## src/rtl/riscv_mem_arbiter_pkg.sv

```systemverilog
`default_nettype none
// ============================================================================
// Module      : riscv_arb_pkg
// Description : Shared types and constants for the RISC-V unified memory
//               arbiter: FSM state encoding, request-source encoding and the
//               width of the conflict performance counter.
// Revision    : 1.0 - initial release
// ============================================================================
package riscv_arb_pkg;

  localparam int CONFLICT_W = 16;

  typedef enum logic [0:0] {
    ARB_IDLE = 1'b0,
    ARB_WAIT = 1'b1
  } arb_state_t;

  typedef enum logic [0:0] {
    SRC_IF = 1'b0,
    SRC_D  = 1'b1
  } arb_src_t;

endpackage
`default_nettype wire

```

## src/rtl/riscv_mem_arbiter_if.sv

```systemverilog
`default_nettype none
// ============================================================================
// Module      : riscv_mem_arbiter_if
// Description : Bundles the fetch port, the load/store port and the memory
//               macro port of the unified memory arbiter.
//   master : core fetch/LSU request side plus the memory read-data return
//   slave  : the arbiter itself
// Ports       : if_* fetch request/grant/response, d_* load/store
//               request/grant/response, mem_* single-port memory macro.
// Revision    : 1.0 - initial release
// ============================================================================
interface riscv_mem_arbiter_if #(
  parameter int ADDR_W = 32,
  parameter int DATA_W = 32
);
  import riscv_arb_pkg::*;

  // Fetch port
  logic                  if_req;
  logic [ADDR_W-1:0]     if_addr;
  logic                  if_gnt;
  logic                  if_rvalid;
  logic [DATA_W-1:0]     if_rdata;

  // Load/store port
  logic                  d_req;
  logic                  d_we;
  logic [ADDR_W-1:0]     d_addr;
  logic [DATA_W-1:0]     d_wdata;
  logic [DATA_W/8-1:0]   d_be;
  logic                  d_gnt;
  logic                  d_rvalid;
  logic [DATA_W-1:0]     d_rdata;

  // Memory macro port
  logic                  mem_en;
  logic                  mem_we;
  logic [ADDR_W-1:0]     mem_addr;
  logic [DATA_W-1:0]     mem_wdata;
  logic [DATA_W/8-1:0]   mem_be;
  logic [DATA_W-1:0]     mem_rdata;

  modport master (
    output if_req, if_addr,
    input  if_gnt, if_rvalid, if_rdata,
    output d_req, d_we, d_addr, d_wdata, d_be,
    input  d_gnt, d_rvalid, d_rdata,
    input  mem_en, mem_we, mem_addr, mem_wdata, mem_be,
    output mem_rdata
  );

  modport slave (
    input  if_req, if_addr,
    output if_gnt, if_rvalid, if_rdata,
    input  d_req, d_we, d_addr, d_wdata, d_be,
    output d_gnt, d_rvalid, d_rdata,
    output mem_en, mem_we, mem_addr, mem_wdata, mem_be,
    input  mem_rdata
  );

endinterface
`default_nettype wire

```

## src/rtl/riscv_mem_arbiter_pick.sv

```systemverilog
`default_nettype none
// ============================================================================
// Module      : riscv_arb_pick
// Description : Two-way request picker for the unified memory arbiter.
//               Default build: fixed priority, data over fetch.
//               With RISCV_ARB_RR_EN defined: on a conflict the source that
//               did not win last time is chosen, so neither side starves.
// Ports       : i_if_req, i_d_req  - pending requests
//               i_last_winner      - source of the most recent grant
//               o_winner           - selected source (meaningful if o_valid)
//               o_valid            - at least one request is pending
// Macro       : RISCV_ARB_RR_EN
// Revision    : 1.0 - initial release
// ============================================================================
module riscv_arb_pick
  import riscv_arb_pkg::*;
(
  input  logic     i_if_req,
  input  logic     i_d_req,
  input  arb_src_t i_last_winner,
  output arb_src_t o_winner,
  output logic     o_valid
);

  assign o_valid = i_if_req | i_d_req;

`ifdef RISCV_ARB_RR_EN
  always_comb begin
    o_winner = SRC_D;
    if (i_if_req && i_d_req) begin
      // Alternate on conflict: hand the grant to whoever lost last time.
      o_winner = (i_last_winner == SRC_D) ? SRC_IF : SRC_D;
    end else if (i_if_req) begin
      o_winner = SRC_IF;
    end
  end
`else
  // Fixed priority does not look at history.
  logic w_unused_last_winner;
  assign w_unused_last_winner = (i_last_winner == SRC_D);

  always_comb begin
    o_winner = SRC_D;
    if (i_if_req && !i_d_req) begin
      o_winner = SRC_IF;
    end
  end
`endif

endmodule
`default_nettype wire

```

## src/rtl/riscv_mem_arbiter.sv

```systemverilog
`default_nettype none
// ============================================================================
// Module      : riscv_mem_arbiter
// Description : Shares the single-port unified I/D memory between the fetch
//               path and the load/store path. One access is issued per
//               grant-eligible cycle; reads are tracked against a fixed
//               memory latency and the response is routed to the requester.
//               Stores complete in their grant cycle. Counts cycles in which
//               both sources competed for a grant (saturating).
// Parameters  : ADDR_W  - byte address width
//               DATA_W  - data width, multiple of 8
//               MEM_LAT - memory read latency in cycles, 1..4
// Ports       : clkbar       - clock, rising edge active
//               resetbar     - asynchronous active-low reset
//               bus          - fetch / load-store / memory signal bundle
//               conflict_cnt - saturating fetch/data conflict counter
// Macro       : RISCV_ARB_RR_EN - alternating arbitration instead of
//               fixed data-over-fetch priority
// Revision    : 1.0 - initial release
// ============================================================================
module riscv_mem_arbiter
  import riscv_arb_pkg::*;
#(
  parameter int ADDR_W  = 32,
  parameter int DATA_W  = 32,
  parameter int MEM_LAT = 1
) (
  input  logic                  clkbar,
  input  logic                  resetbar,
  riscv_mem_arbiter_if.slave    bus,
  output logic [CONFLICT_W-1:0] conflict_cnt
);

  localparam logic [2:0] LAT_INIT = 3'(MEM_LAT);

  arb_state_t            r_state;
  arb_state_t            w_state_nxt;
  logic [2:0]            r_lat_cnt;
  logic [2:0]            w_lat_nxt;
  arb_src_t              r_owner;
  arb_src_t              w_owner_nxt;
  arb_src_t              w_last_winner;
  logic [CONFLICT_W-1:0] r_conflict_cnt;

  arb_src_t              w_winner;
  logic                  w_pick_valid;
  logic                  w_resp;
  logic                  w_elig;
  logic                  w_grant;
  logic                  w_win_d;
  logic                  w_store;
  logic                  w_read_grant;
  logic                  w_conflict;
  logic [ADDR_W-1:0]     w_mem_addr;
  logic [DATA_W-1:0]     w_mem_wdata;
  logic [DATA_W/8-1:0]   w_mem_be;

  riscv_arb_pick u_pick (
    .i_if_req      (bus.if_req),
    .i_d_req       (bus.d_req),
    .i_last_winner (w_last_winner),
    .o_winner      (w_winner),
    .o_valid       (w_pick_valid)
  );

  // The response cycle of an outstanding read doubles as a grant slot, which
  // is what lets MEM_LAT=1 reads stream back to back. Eligibility is also
  // gated by resetbar so no grant leaks out combinationally while in reset.
  assign w_resp       = (r_state == ARB_WAIT) && (r_lat_cnt == 3'd1);
  assign w_elig       = resetbar && ((r_state == ARB_IDLE) || w_resp);
  assign w_grant      = w_elig && w_pick_valid;
  assign w_win_d      = (w_winner == SRC_D);
  assign w_store      = w_grant && w_win_d && bus.d_we;
  assign w_read_grant = w_grant && !(w_win_d && bus.d_we);
  assign w_conflict   = w_elig && bus.if_req && bus.d_req;

  assign w_mem_addr  = w_grant ? (w_win_d ? bus.d_addr : bus.if_addr) : '0;
  assign w_mem_wdata = w_store ? bus.d_wdata : '0;
  assign w_mem_be    = w_store ? bus.d_be    : '0;

  // --------------------------------------------------------------------------
  // FSM state register
  // --------------------------------------------------------------------------
  always_ff @(posedge clkbar or negedge resetbar) begin
    if (!resetbar) begin
      r_state   <= ARB_IDLE;
      r_lat_cnt <= 3'd0;
      r_owner   <= SRC_IF;
    end else begin
      r_state   <= w_state_nxt;
      r_lat_cnt <= w_lat_nxt;
      r_owner   <= w_owner_nxt;
    end
  end

  // --------------------------------------------------------------------------
  // FSM next state and outputs
  // --------------------------------------------------------------------------
  always_comb begin
    w_state_nxt   = r_state;
    w_lat_nxt     = r_lat_cnt;
    w_owner_nxt   = r_owner;

    bus.if_gnt    = 1'b0;
    bus.d_gnt     = 1'b0;
    bus.mem_en    = 1'b0;
    bus.mem_we    = 1'b0;
    bus.mem_addr  = w_mem_addr;
    bus.mem_wdata = w_mem_wdata;
    bus.mem_be    = w_mem_be;
    bus.if_rvalid = 1'b0;
    bus.d_rvalid  = 1'b0;
    bus.if_rdata  = '0;
    bus.d_rdata   = '0;

    if (r_state == ARB_WAIT) begin
      w_lat_nxt = r_lat_cnt - 3'd1;
    end

    // Response: read data is passed straight through from the macro.
    if (w_resp) begin
      w_state_nxt = ARB_IDLE;
      if (r_owner == SRC_D) begin
        bus.d_rvalid = 1'b1;
        bus.d_rdata  = bus.mem_rdata;
      end else begin
        bus.if_rvalid = 1'b1;
        bus.if_rdata  = bus.mem_rdata;
      end
    end

    if (w_grant) begin
      bus.mem_en = 1'b1;
      bus.mem_we = w_store;
      bus.d_gnt  = w_win_d;
      bus.if_gnt = !w_win_d;
    end

    // A read granted in the response cycle overrides the return to idle.
    if (w_read_grant) begin
      w_state_nxt = ARB_WAIT;
      w_lat_nxt   = LAT_INIT;
      w_owner_nxt = w_winner;
    end
  end

  // --------------------------------------------------------------------------
  // Arbitration history
  // --------------------------------------------------------------------------
`ifdef RISCV_ARB_RR_EN
  arb_src_t r_last_winner;

  always_ff @(posedge clkbar or negedge resetbar) begin
    if (!resetbar) begin
      r_last_winner <= SRC_IF;
    end else if (w_grant) begin
      r_last_winner <= w_winner;
    end
  end

  assign w_last_winner = r_last_winner;
`else
  assign w_last_winner = SRC_IF;
`endif

  // --------------------------------------------------------------------------
  // Conflict performance counter
  // --------------------------------------------------------------------------
  always_ff @(posedge clkbar or negedge resetbar) begin
    if (!resetbar) begin
      r_conflict_cnt <= '0;
    end else if (w_conflict && (r_conflict_cnt != {CONFLICT_W{1'b1}})) begin
      r_conflict_cnt <= r_conflict_cnt + 1'b1;
    end
  end

  assign conflict_cnt = r_conflict_cnt;

endmodule
`default_nettype wire

```

## src/flat_wrapper.sv

```systemverilog
// flat-port wrapper written by rule: the top's interface ports become plain ports
module riscv_mem_arbiter_flat import riscv_arb_pkg::*;
#(
  parameter int ADDR_W  = 32,
  parameter int DATA_W  = 32,
  parameter int MEM_LAT = 1
)
  (clkbar, resetbar, conflict_cnt, bus_if_req, bus_if_addr, bus_if_gnt, bus_if_rvalid, bus_if_rdata, bus_d_req, bus_d_we, bus_d_addr, bus_d_wdata, bus_d_be, bus_d_gnt, bus_d_rvalid, bus_d_rdata, bus_mem_en, bus_mem_we, bus_mem_addr, bus_mem_wdata, bus_mem_be, bus_mem_rdata);
  riscv_mem_arbiter_if #(.ADDR_W(ADDR_W), .DATA_W(DATA_W)) bus_i ();
  input  logic clkbar;
  input  logic resetbar;
  output logic [CONFLICT_W-1:0] conflict_cnt;
  input wire logic [$bits(bus_i.if_req)-1:0] bus_if_req;
  input wire logic [$bits(bus_i.if_addr)-1:0] bus_if_addr;
  output wire logic [$bits(bus_i.if_gnt)-1:0] bus_if_gnt;
  output wire logic [$bits(bus_i.if_rvalid)-1:0] bus_if_rvalid;
  output wire logic [$bits(bus_i.if_rdata)-1:0] bus_if_rdata;
  input wire logic [$bits(bus_i.d_req)-1:0] bus_d_req;
  input wire logic [$bits(bus_i.d_we)-1:0] bus_d_we;
  input wire logic [$bits(bus_i.d_addr)-1:0] bus_d_addr;
  input wire logic [$bits(bus_i.d_wdata)-1:0] bus_d_wdata;
  input wire logic [$bits(bus_i.d_be)-1:0] bus_d_be;
  output wire logic [$bits(bus_i.d_gnt)-1:0] bus_d_gnt;
  output wire logic [$bits(bus_i.d_rvalid)-1:0] bus_d_rvalid;
  output wire logic [$bits(bus_i.d_rdata)-1:0] bus_d_rdata;
  output wire logic [$bits(bus_i.mem_en)-1:0] bus_mem_en;
  output wire logic [$bits(bus_i.mem_we)-1:0] bus_mem_we;
  output wire logic [$bits(bus_i.mem_addr)-1:0] bus_mem_addr;
  output wire logic [$bits(bus_i.mem_wdata)-1:0] bus_mem_wdata;
  output wire logic [$bits(bus_i.mem_be)-1:0] bus_mem_be;
  input wire logic [$bits(bus_i.mem_rdata)-1:0] bus_mem_rdata;
  assign bus_i.if_req = bus_if_req;
  assign bus_i.if_addr = bus_if_addr;
  assign bus_if_gnt = bus_i.if_gnt;
  assign bus_if_rvalid = bus_i.if_rvalid;
  assign bus_if_rdata = bus_i.if_rdata;
  assign bus_i.d_req = bus_d_req;
  assign bus_i.d_we = bus_d_we;
  assign bus_i.d_addr = bus_d_addr;
  assign bus_i.d_wdata = bus_d_wdata;
  assign bus_i.d_be = bus_d_be;
  assign bus_d_gnt = bus_i.d_gnt;
  assign bus_d_rvalid = bus_i.d_rvalid;
  assign bus_d_rdata = bus_i.d_rdata;
  assign bus_mem_en = bus_i.mem_en;
  assign bus_mem_we = bus_i.mem_we;
  assign bus_mem_addr = bus_i.mem_addr;
  assign bus_mem_wdata = bus_i.mem_wdata;
  assign bus_mem_be = bus_i.mem_be;
  assign bus_i.mem_rdata = bus_mem_rdata;
  riscv_mem_arbiter #(.ADDR_W(ADDR_W), .DATA_W(DATA_W), .MEM_LAT(MEM_LAT)) u_core (.clkbar(clkbar), .resetbar(resetbar), .bus(bus_i), .conflict_cnt(conflict_cnt));
endmodule
```

## config.mk

```make
export PLATFORM = sky130hd
export DESIGN_NAME = riscv_mem_arbiter_flat
export DESIGN_NICKNAME = d
export VERILOG_FILES = /design/src/rtl/riscv_mem_arbiter_pkg.sv /design/src/rtl/riscv_mem_arbiter_if.sv /design/src/rtl/riscv_mem_arbiter_pick.sv /design/src/rtl/riscv_mem_arbiter.sv /design/src/flat_wrapper.sv
export SDC_FILE = /design/constraint.sdc
export NUM_CORES = 1
export LEC_CHECK = 0
export ABC_AREA = 1
export CAP_MARGIN = 20
export CORE_AREA = 3 3 110 112
export DETAILED_ROUTE_END_ITERATION = 10
export DIE_AREA = 0 0 113 115
export PLACE_DENSITY = 0.66
export SLEW_MARGIN = 5
export SYNTH_ARGS = -nofsm -noshare
export SYNTH_HDL_FRONTEND = slang
export SYNTH_SLANG_ARGS = --single-unit
```

## constraint.sdc

```tcl
create_clock -name clkbar -period 2.3 [get_ports clkbar]
set_input_delay 0.46 -clock clkbar [delete_from_list [all_inputs] [get_ports clkbar]]
set_output_delay 0.46 -clock clkbar [all_outputs]
set_load 0.01 [all_outputs]
```

==> metrics.yaml <==
grt-ovfl-total: 0
finalCritPeriodShare_pct: 102.7
grt_pass1_wl_um: 19260
gp_congestion: 0.8864
slowest_stage: "dfrtp_1"
num_vias: 4037
required_ns: 1.84
netlist_area_um2: 2499
maxCapViolations: 0
dr.pass1.iters: 4
synthTopCellsByCount: "175 x nand2_1, 118 x nor2_1, 88 x inv_1"
wl_met1_um: 5184
met3_length_um: 1072
clock-sinks: 21
rsz0062_at_grt: "yes"
fill_cells: 1104
ant_nets: 0
end_kind: "primary output"
vdd.ir_drop.worst_mv: 0.3832
power_density_nw_per_um2: 535.4
hold_viol: 0
hold_path.class: "input pin to async pin"
crit_fanout: 8
cp-startpoint: "u_core.r_lat_cnt[1]"
synth_top_cells_by_area: "nand2_1 26%, dfrtp_1 21%, nor2_1 18%, inv_1 13%, nor2_4 2.3%"
slew_viol_final: 0
fp.coreArea_um2: 11320
num_rows: 39
htree_levels: 1
vias_per_cell: 4.286
io_pins: 291
drc: 0
leakagePower_nw: 3.325
worst_pin_slew_ns: 0.4988
stdcell_area_um2: 5941
path_clk_slew_ns: 0.06
crit_chain: "inv_2 > ha_4 > nand2_4 > nand2_4 > nand2_4 > nor2_4 > buf_6 > nand2_8 > buf_12 > buf_6 > nor2_4 > buf_6"
synth.largest_area_cell: "nand2_1"
worstPathArrival_ns: 1.90
synthMuxAreaShare_pct: 0
dieArea_um2: 13000
clk_latency_ns: 0.25
fin_crit_ns: 2.362
synth_area_per_cell_um2: 5.283
wl_um: 13830
multiInputGateArea_um2: 1713
yosys.area_share.simple_pct: 55.53
place_area_um2: 5670
fmax_mhz: 423.4
cts_made_buffers: 3
cts_tree: "done"
synthXorXnorAreaFrac_pct: 2.103
yosysWarningCount: 0
reg2reg_depth: 12
setup_slack_ns: -0.06185
die_y_um: 115
worstReg2RegEnd: "u_core.r_owner"
layout-drive-gt1-share_pct: 24.56
initial_utilization_pct: 22.07
syn-instance-count: 473
skew_ns: 0.001213
synthAdderAreaFrac_pct: 1.502
synth-main-ff-cell: "dfrtp_1"
cts_buffer_depth: 2
rrSetupSlack_ns: 0.60
synth_seq_cells: 21
hpwlAfterDp_um: 10880
critical_path_class: "flip-flop to primary output"
utilization_pct: 52.48
grt_max_degree: 34
status: "complete, but fails checks"
final_nets: 939
first_iter_violations: 206
post_drt_wl_per_cell_um: 14.68
synth_top_family_by_area: "simple AND/OR/NAND/NOR gates"
synth_edf_count: 0
whs_ns: 0.4624
hold_buffers: 0
final-seq-area_um2: 525.5
synth.distinct_cells: 23
async_reset_ff_share_pct: 100.0
netlist.area_leader.share_pct: 26.29
pre_cts_slack_ns: -0.3883
critPathLaunchType: "flip-flop"
portBuffers: 290
synth_compound_area_share_pct: 1.953
root_buffer: "clkbuf_16"
ys_seq_area_share_pct: 21.03
slew_headroom_pct: 66.63
syn_nets: 613
grt_pass1_vias: 3782
dr.max_layer_used: "met4"
die_x_um: 113
syn2layout_area_growth_pct: 137.8
grt.total_usage_pct: 18.53
violations: "negative setup slack"
synth.most_common_cell: "nand2_1"
timing.rr.start: "u_core.r_lat_cnt[1]"
antenna_found_initial: 1
setup-violations-final: 16
critPathMaxStageDelay_ns: 0.39
wl_met2_um: 7227
layer usage:
metal  global-route usage [%]  up-vias
li1                         -     2009
met1                    20.63     1812
met2                    35.51      196
met3                    3.000       20
met4                    6.490        0
met5                        0        -
area by class of cell:
class | instances | share of cell area, %
inverters | 91 | 5.960
repair buffers | 335 | 51.68
clock buffers | 4 | 1.327
diodes | 1 | 0.04212
flip-flops and latches | 21 | 8.846
well taps | 143 | 3.012
repair inverters | 2 | 0.2949
multi-input cells | 345 | 28.83
critical path: cells and delay by family (launching register included):
family	cells	cell delay, ns
fa+ha+maj	1	0.14
buf+inv	5	0.61
flops	1	0.39
simple gates	6	0.50
sequential cells by signal, indices dropped and copies added (netlist names):
| register | count |
|---|---|
| u_core.conflict_cnt | 16 |
| u_core.r_lat_cnt | 3 |
| u_core.r_owner | 1 |
| u_core.r_state | 1 |
report_power, final:
group | internal (mW) | total [mW] | switching, mW | leakage [nW]
Combinational | 1.12 | 2.21 | 1.09 | 3.01
Clock | 0.236 | 0.368 | 0.131 | 0.0382
Sequential | 0.469 | 0.599 | 0.130 | 0.273
Total | 1.83 | 3.18 | 1.35 | 3.32
timing repair:
action,4_1_cts,5_1_grt
setup endpoints to repair,138,120
pin swaps,3,16
gates resized for setup,359,138
buffers inserted,11,11
cloned,5,3
cells by family (layout without fill, tap and decap cells):
group	count (synthesis)	after routing
simple gates	329	329
buf+inv	107	432
flops	21	21
compound gates	7	7
xor+xnor	6	6
fa+ha+maj	3	3
other cells	0	1
worst max path at each step:
stage                        end  cells after the start  slack, ns
2_1_floorplan  bus_mem_wdata[22]                      9       0.45
3_3_place_gp    bus_mem_addr[19]                      7      -0.37
3_5_place_dp    bus_mem_addr[15]                      7      -0.39
4_1_cts        bus_mem_wdata[22]                     12      -0.08
5_1_grt        bus_mem_wdata[15]                     12      -0.14
6_report           bus_mem_be[3]                     12      -0.06
placed cells by master, fill, tap and decap left out, types with 6 or more instances in the layout:
| master | n |
|---|---|
| nand2_2 | 6 |
| buf_2 | 47 |
| clkbuf_2 | 20 |
| inv_1 | 86 |
| buf_6 | 30 |
| dfrtp_1 | 21 |
| nor2_1 | 91 |
| clkdlybuf4s15_1 | 11 |
| dlygate4sd2_1 | 40 |
| nand3_1 | 9 |
| buf_12 | 6 |
| nor2_2 | 12 |
| nand2_1 | 174 |
| clkdlybuf4s50_1 | 150 |
| nor2_4 | 23 |
| buf_4 | 27 |
| xor2_1 | 6 |
per-stage QoR:
step,total power [mW],instances,TNS (ns)
after global placement,2.622,911,-24.51
after floorplan,1.450,473,0
final,3.180,942,-0.5909
after global routing,3.428,942,-4.410
after CTS,3.022,931,-0.7012
after detailed placement,2.656,911,-27.66
No activity file was read; power rests on OpenSTA's default activity.
